### src/rtl/des_pkg.sv
// DES key-schedule constants shared by the forward and inverse schedules.
// Bit numbering: DES bit 1 is the MSB of every vector.
package des_pkg;

  localparam int DES_KEY_W  = 56;
  localparam int DES_RKEY_W = 48;
  localparam int DES_HALF_W = 28;

  // Controller states of the inverse schedule
  typedef enum logic [0:0] {
    IDLE = 1'b0,
    EMIT = 1'b1
  } state_t;

  // PC-2 selection: entry i gives the 1-based DES bit of C||D that becomes
  // round-key bit i+1.
  localparam int unsigned PC2 [DES_RKEY_W] = '{
    14, 17, 11, 24,  1,  5,
     3, 28, 15,  6, 21, 10,
    23, 19, 12,  4, 26,  8,
    16,  7, 27, 20, 13,  2,
    41, 52, 31, 37, 47, 55,
    30, 40, 51, 45, 33, 48,
    44, 49, 39, 56, 34, 53,
    46, 42, 50, 36, 29, 32
  };

  // Right-rotation amounts for decrypt order. Entry 0 is zero because
  // C16||D16 equals C0||D0 (forward shifts sum to 28).
  localparam logic [1:0] SHIFT_INV [16] = '{
    2'd0, 2'd1, 2'd2, 2'd2, 2'd2, 2'd2, 2'd2, 2'd2,
    2'd1, 2'd2, 2'd2, 2'd2, 2'd2, 2'd2, 2'd2, 2'd1
  };

endpackage

### src/rtl/key_schedule_inv_step.sv
// Combinational step of the inverse schedule: PC-2 of the current state and
// the right-rotated state for the next round.
module key_schedule_inv_step
  import des_pkg::*;
(
  input  logic [DES_KEY_W-1:0]  cs,
  input  logic [1:0]            s,
  output logic [DES_KEY_W-1:0]  r,
  output logic [DES_RKEY_W-1:0] k
);

  logic [DES_HALF_W-1:0] c;
  logic [DES_HALF_W-1:0] d;
  logic [DES_HALF_W-1:0] c_rot;
  logic [DES_HALF_W-1:0] d_rot;

  assign c = cs[DES_KEY_W-1:DES_HALF_W];
  assign d = cs[DES_HALF_W-1:0];

  // Rotate each 28-bit half right by s (toward higher DES bit numbers)
  always_comb begin
    c_rot = c;
    d_rot = d;
    case (s)
      2'd0: begin
        c_rot = c;
        d_rot = d;
      end
      2'd1: begin
        c_rot = {c[0], c[DES_HALF_W-1:1]};
        d_rot = {d[0], d[DES_HALF_W-1:1]};
      end
      2'd2: begin
        c_rot = {c[1:0], c[DES_HALF_W-1:2]};
        d_rot = {d[1:0], d[DES_HALF_W-1:2]};
      end
      default: begin
        c_rot = {c[2:0], c[DES_HALF_W-1:3]};
        d_rot = {d[2:0], d[DES_HALF_W-1:3]};
      end
    endcase
  end

  assign r = {c_rot, d_rot};

  // PC-2 is pure wiring: round-key bit gi+1 picks DES bit PC2[gi] of cs
  generate
    for (genvar gi = 0; gi < DES_RKEY_W; gi++) begin : g_pc2
      assign k[DES_RKEY_W-1-gi] = cs[DES_KEY_W-PC2[gi]];
    end
  endgenerate

endmodule

### src/rtl/key_schedule_inv.sv
// Sequential DES decryption key schedule: emits K16..K1 over a valid/ready
// stream from the post-PC-1 state C0||D0.
module key_schedule_inv
  import des_pkg::*;
(
  input  logic                  clk,
  input  logic                  rst_n,
  input  logic                  req,
  input  logic [DES_KEY_W-1:0]  x,
  output logic                  busy,
  output logic [DES_RKEY_W-1:0] k,
  output logic                  k_valid,
  input  logic                  k_ready,
  output logic [3:0]            k_idx,
  output logic                  done
);

  state_t               state;
  logic [DES_KEY_W-1:0] cs;
  logic [3:0]           rnd;
  logic [3:0]           rnd_inc;
  logic [1:0]           s_next;
  logic [DES_KEY_W-1:0] cs_rot;

  assign rnd_inc = rnd + 4'd1;
  // Rotation applied when leaving round rnd belongs to round rnd+1
  assign s_next  = SHIFT_INV[rnd_inc];

  key_schedule_inv_step u_step (
    .cs (cs),
    .s  (s_next),
    .r  (cs_rot),
    .k  (k)
  );

  assign busy    = (state != IDLE);
  assign k_valid = (state == EMIT);
  assign k_idx   = rnd;

  // FSM, key-state and round registers; the held state only advances on a handshake
  always_ff @(posedge clk or negedge rst_n) begin
    if (!rst_n) begin
      state <= IDLE;
      cs    <= '0;
      rnd   <= '0;
      done  <= 1'b0;
    end else begin
      done <= 1'b0;
      case (state)
        IDLE: begin
          // The done cycle still belongs to the finished run; a new request
          // is taken from the following cycle on.
          if (req && !done) begin
            cs    <= x;
            rnd   <= '0;
            state <= EMIT;
          end
        end
        EMIT: begin
          if (k_ready) begin
            if (rnd == 4'd15) begin
              state <= IDLE;
              done  <= 1'b1;
            end else begin
              rnd <= rnd_inc;
              cs  <= cs_rot;
            end
          end
        end
        default: state <= IDLE;
      endcase
    end
  end

endmodule

### config.mk
export PLATFORM = sky130hd
export DESIGN_NAME = key_schedule_inv
export DESIGN_NICKNAME = d
export VERILOG_FILES = /design/src/rtl/des_pkg.sv /design/src/rtl/key_schedule_inv_step.sv /design/src/rtl/key_schedule_inv.sv
export SDC_FILE = /design/constraint.sdc
export NUM_CORES = 1
export LEC_CHECK = 0
export ABC_AREA = 1
export BUFFER_PORTS_ARGS = -buffer_cell sky130_fd_sc_hd__buf_2
export CORE_AREA = 2 2 95 97
export CTS_CLUSTER_SIZE = 24
export DETAILED_ROUTE_END_ITERATION = 7
export DIE_AREA = 0 0 97 99
export PLACE_DENSITY = 0.95
export SYNTH_ARGS = -nofsm -noshare
export SYNTH_HDL_FRONTEND = slang
export SYNTH_SLANG_ARGS = --single-unit
### constraint.sdc
create_clock -name clk -period 4.8 [get_ports clk]
set_input_delay 1.2 -clock clk [delete_from_list [all_inputs] [get_ports clk]]
set_output_delay 1.2 -clock clk [all_outputs]
set_load 0.01 [all_outputs]
==> metrics.txt, run 1 <==
r2r setup slk=1740 ps; Vias=4892; layout cells sized above 1=approximately 17%; largest family of logic cells by synthesized area=simple AND/OR/NAND/NOR gates; Via density=5.064; RR Endpoint=cs[37]$_DFFE_PN0P_; FF+latch count, synth=between 60 and 70; clk slew on worst S/H paths=70 ps; Syn Area/Cell=5.966 µm²; Worst-Margin Slew=1125 ps; initial antenna violation count=0; first-pass GRT wire length=slightly below 20 mm; total wire length=11.74 mm; clock sinks=62; most common cell in the netlist=nand2_1; Final Hold Viols=0; Max Clock Freq=about 330 MHz; DR DRC count=0; Antenna Cells=0; Clock Skews=5.362 ps; Area after DPL=4985 µm²; Starting Density=57.29%; worst r2r src=k_idx[0]$_DFFE_PN0P_; Post-synth EDFFs=0; mux cell area share after synthesis=0%; hold_buf cts=0; clk buf depth=2; routed len/inst=12.15 µm; Critical Path RT=5020 ps; Post-Route Setup TNS=0 ps; crit path time final=3057 ps; Hold EP=cs[47]$_DFFE_PN0P_; Filler Cells Inserted=866; Max FO, Critical Path=83; YS warnings=0; DRT Pass-1 Iters=5; Synth Area in XOR/XNOR=less than 1%; cells on worst reg2reg path=14; non-filler instance count after layout=around 970; Crit Path Class=reg2reg; Mapped Cells=around 820; Distinct cells, synth=24; RSZ-0062 raised after global routing=false; pin count of the biggest net entering global routing=113; run status=finished clean; Die W=97 µm; Critical Path End Type=flop; CTS tree=yes; WP data arrival=3280 ps; gpl congestion=0.7926; CP Launch Type=flop; post-synthesis compound-gate area fraction=1.022%; H-tree depth=3; Die ar.=9603 µm²; Mapped Area=4898 µm²; I/O pins=approximately 120; # rows=34; post-route ant nets=0; Final Setup Violations=0; die height=99 µm; post-detail-place hpwl=7.389 mm; min-delay src=cs[47]$_DFFE_PN0P_; Synth Area in Adders=approximately 1.3%; Max-Cap Viols=0; Synth Area in Simple Gates=51.60%; Slew headroom=roughly a quarter; post-CTS setup buffers=0; worst min-delay path class=reg2reg; Syn Nets=886; Worst-Skew Late Latency=330 ps; Synth top area share=34.64%; asr flop ratio synth=100.0%; Placed Cells=950; IO buf count=114; hold path cells=2; initial DRC count=301; CTS Buf Count=9; Max Slew Vio Count=0; Layout area overhead=5.058%; area leader, netlist=nand2_1; Resize count post-CTS=0; GR Overflow Total=0; most frequently used flop master after synthesis=dfrtp_1; Tcrit/Tclk final=63.68%; Area contributors post-synth=nand2_1, dfrtp_1, nor2_1; number of global-route vias before repair=around 4300; Post-layout nets=918; clk root buf=clkbuf_8; Design Area, Final=about 5000 µm²; CORE AREA=8551 µm²; Synth top cells by count=nand2_1, nor2_1, dfrtp_1, nand3_1, buf_4; register area share after synthesis=31.67%; Total GRT Usage=24.56%
-- layout by cell type, fill, tap and decap left out, drive strengths merged --
master	n
dfrtp	62
o22ai	1
nand3	58
nand4	1
xnor2	1
nor2	114
ha	5
inv	8
nand2	465
o21ai	3
o21bai	1
a21oi	2
buf	118
clkinv	4
clkbuf	15
-- sequential cells by signal, summed over array words and instances, names as in the netlist --
| name | cells |
|---|---|
| cs | 56 |
| k_idx | 4 |
| busy | 1 |
| done | 1 |
-- cell families after synthesis --
kind of cell | after synthesis
and+or+nand+nor | 638
buffers and inverters | 108
DFF | 62
AOI/OAI and AO/OA | 7
adders and majority gates | 5
xor gates and xnor gates | 1
-- metal layers --
| layer | GRT usage (%) | vias up | wire length (µm) |
|---|---|---|---|
| met4 | 8.234 | 0 | 228 |
| met5 | 0 | - | 0 |
| li1 | - | 2507 | - |
| met2 | 39.74 | 189 | 5571 |
| met3 | 5.674 | 17 | 829 |
| met1 | 32.74 | 2179 | 5106 |
-- how the worst max path moves through the flow --
stage | start | to | cells past startpoint
after floorplan | k_idx[0]$_DFFE_PN0P_ | cs[0]$_DFFE_PN0P_ | 15
final | k_idx[0]$_DFFE_PN0P_ | cs[37]$_DFFE_PN0P_ | 14
after global placement | k_idx[0]$_DFFE_PN0P_ | cs[40]$_DFFE_PN0P_ | 14
after detailed placement | k_idx[0]$_DFFE_PN0P_ | cs[37]$_DFFE_PN0P_ | 14
after CTS | k_idx[0]$_DFFE_PN0P_ | cs[40]$_DFFE_PN0P_ | 15
after global routing | k_idx[0]$_DFFE_PN0P_ | cs[37]$_DFFE_PN0P_ | 15
-- layout make-up --
class                           instances  area (µm²)  share of cell area [%]
Timing Repair Buffer                  118       600.6                   11.67
Sequential cell                        62        1551                   30.15
Multi-Input combinational cell        651        2654                   51.57
Clock buffer                           15       156.4                   3.039
Clock inverter                          1       5.005                 0.09725
Inverter                               11       43.79                  0.8510
Tap cell                              108       135.1                   2.626
-- worst max-delay path, cell delays in order, from the launching register on --
cell and delay [ps]:
dfrtp_1 430, ha_1 260, xnor2_1 230, nand2_1 80, nand2_1 70, nand2_1 90
inv_1 70, ha_2 270, clkinv_2 280, buf_4 700, nand3_1 180, nand2_1 110
nand2_1 60, nand2_1 60, nand2_1 50
-- through the flow --
stage                     util, %  setup WS [ps]  hold WS (ps)
after CTS                   60.18           1763         532.0
after global routing        60.18           1396         549.5
after global placement      58.30           1904         516.8
final                       60.18           1743         532.3
after floorplan                 -           2631         491.6
after detailed placement    58.30           1785         513.4
Power of run 1 is not shown: default switching activity piles up to over one toggle a cycle in this logic, so the estimate is an artifact.
==> run 2: changes to the inputs <==
--- a/config.mk
+++ b/config.mk
@@ -7,11 +7,11 @@
 export LEC_CHECK = 0
 export ABC_AREA = 1
 export BUFFER_PORTS_ARGS = -buffer_cell sky130_fd_sc_hd__buf_2
-export CORE_AREA = 2 2 95 97
+export CORE_AREA = 2 2 102 104
 export CTS_CLUSTER_SIZE = 24
 export DETAILED_ROUTE_END_ITERATION = 7
-export DIE_AREA = 0 0 97 99
-export PLACE_DENSITY = 0.95
+export DIE_AREA = 0 0 104 106
+export PLACE_DENSITY = 0.88
 export SYNTH_ARGS = -nofsm -noshare
 export SYNTH_HDL_FRONTEND = slang
 export SYNTH_SLANG_ARGS = --single-unit
==> constraint.sdc (replaced) <==
create_clock -name clk -period 2.8 [get_ports clk]
set_input_delay 0.7 -clock clk [delete_from_list [all_inputs] [get_ports clk]]
set_output_delay 0.7 -clock clk [all_outputs]
set_load 0.01 [all_outputs]
==> run 2 against run 1 <==
  * Non-clock buffer count rose by 2
  * Final cell count rose by 3.1%
  * Register-to-register slack got worse by 1400 ps
  * Highest routed layer unchanged
==> metrics.txt, run 2 (same netlist as run 1, synthesis figures left out) <==
Tcrit/Tclk final=86.15% (was 63.68%); Resize count post-CTS=0 (unchanged); Post-Route Setup TNS=0 ps (unchanged); gpl congestion=0.7926 (unchanged); number of global-route vias before repair=4330 (was 4298); # rows=37 (was 34); initial antenna violation count=0 (unchanged); Filler Cells Inserted=1079 (was 866); Layout area overhead=8.404% (was 5.058%); routed len/inst=11.88 µm (was 12.15 µm); Placed Cells=980 (was 950); Max FO, Critical Path=112 (was 83); Via density=4.841 (was 5.064); crit path time final=2412 ps (was 3057 ps); Crit Path Class=reg2reg (unchanged); Die ar.=11020 µm² (was 9603 µm²); clock sinks=62 (unchanged); Critical Path RT=3020 ps (was 5020 ps); Die W=104 µm (was 97 µm); IO buf count=114 (unchanged); run status=finished clean (unchanged); Slew headroom=51.83% (was 24.99%); GR Overflow Total=0 (unchanged); worst min-delay path class=in2async (was reg2reg); max reg flops=56 (unchanged); Max Clock Freq=414.6 MHz (was 327.1 MHz); Final Setup Violations=0 (unchanged); wire length on met2=5.619 mm (was 5.571 mm); CTS tree=yes (unchanged); Post-Route Utilization=53.10% (was 60.18%); Final Hold Viols=0 (unchanged); Max Slew Vio Count=0 (unchanged); Antenna Cells=0 (unchanged); CTS Buf Count=9 (unchanged); Vias=4822 (was 4892); Critical Path End Type=flop (unchanged); pin count of the biggest net entering global routing=113 (unchanged); CP Launch Type=flop (unchanged); Design Area, Final=5310 µm² (was 5146 µm²); RSZ-0062 raised after global routing=false (unchanged); post-route ant nets=0 (unchanged); Total GRT Usage=21.83% (was 24.56%); Top reg by flops=cs (unchanged); Met3 Wirelength=602 µm (was 829 µm); clk buf depth=2 (unchanged); layout cells sized above 1=18.02% (was 17.37%); post-detail-place hpwl=7.253 mm (was 7.389 mm); Worst-Margin Slew=722.5 ps (was 1125 ps); non-filler instance count after layout=996 (was 966); Area after DPL=5110 µm² (was 4985 µm²); Max-Cap Viols=0 (unchanged); Worst-Skew Late Latency=340 ps (was 330 ps); total wire length=11.84 mm (was 11.74 mm); most common cell after layout, fill and taps aside=nand2_1 (unchanged); initial DRC count=313 (was 301); DRT Pass-1 Iters=4 (was 5); Post-Route M1 WL=5.413 mm (was 5.106 mm); hold_buf cts=0 (unchanged); Clock Skews=8.650 ps (was 5.362 ps); clk root buf=clkbuf_8 (unchanged); Post-layout nets=920 (was 918); post-CTS setup buffers=0 (unchanged); r2r setup slk=390 ps (was 1740 ps); H-tree depth=3 (unchanged); WP data arrival=2640 ps (was 3280 ps); I/O pins=115 (unchanged); die height=106 µm (was 99 µm); CORE AREA=10000 µm² (was 8551 µm²); commonest cells after routing, fill and taps aside=nand2_1, nor2_1, buf_2 (unchanged); Starting Density=48.99% (was 57.29%); first-pass GRT wire length=20.16 mm (was 19.76 mm); clk slew on worst S/H paths=70 ps (about the same); highest metal used=met4 (unchanged); DR DRC count=0 (unchanged)
[run 2: changes by cell type in the layout (fill, tap and decap cells not counted), sizes merged]
cell and change:
clkbuf -3, bufinv +1, buf +2, clkinv +2
[run 2: stage by stage]
step / hold slack (ps) / worst slack, ps
floorplan: 404.4 / 631.0
global placement: 515.6 / 470.1
detailed placement: 516.8 / 389.8
CTS: 395.9 / 388.0
global route: 418.8 / 110.1
finish: 378.9 / 387.9
[run 2: worst max-delay path: stages (launching register included)]
cell and delay [ps]:
dfrtp_1 430, ha_1 250, xnor2_1 210, nand2_1 70, nand2_1 70, nand2_1 70, inv_1 90, ha_2 270
clkinv_2 60, buf_12 350, nand3_1 130, nand2_1 90, nand2_1 50, nand2_1 60, nand2_1 40
[run 2: per-layer routing]
layer / vias to the layer above / GRT usage [%]
li1: 2504 / -
met1: 2181 / 29.09
met2: 118 / 36.18
met3: 19 / 4.231
met4: 0 / 6.371
met5: - / 0
[run 2: final timing paths]
path                       cells past startpoint                 start            endpoint
setup / recovery                              14  k_idx[0]$_DFFE_PN0P_  cs[25]$_DFFE_PN0P_
hold / removal                                 1                 rst_n  cs[12]$_DFFE_PN0P_
setup reg to reg                              14  k_idx[0]$_DFFE_PN0P_  cs[25]$_DFFE_PN0P_
hold reg to reg                                2    cs[38]$_DFFE_PN0P_  cs[38]$_DFFE_PN0P_
max in group asynchronous                      2                 rst_n  cs[29]$_DFFE_PN0P_
min in group clk                               2    cs[38]$_DFFE_PN0P_  cs[38]$_DFFE_PN0P_
[run 2: layout make-up]
type | count | area, µm² | share of cell area [%]
Tap cell | 136 | 170.2 | 3.205
Clock inverter | 4 | 45.04 | 0.8483
Timing Repair Buffer | 120 | 690.7 | 13.01
Sequential cell | 62 | 1551 | 29.22
Inverter | 11 | 43.79 | 0.8247
Clock buffer | 12 | 155.1 | 2.922
Multi-Input combinational cell | 651 | 2654 | 49.98
Power of run 2 is left out for the same reason.
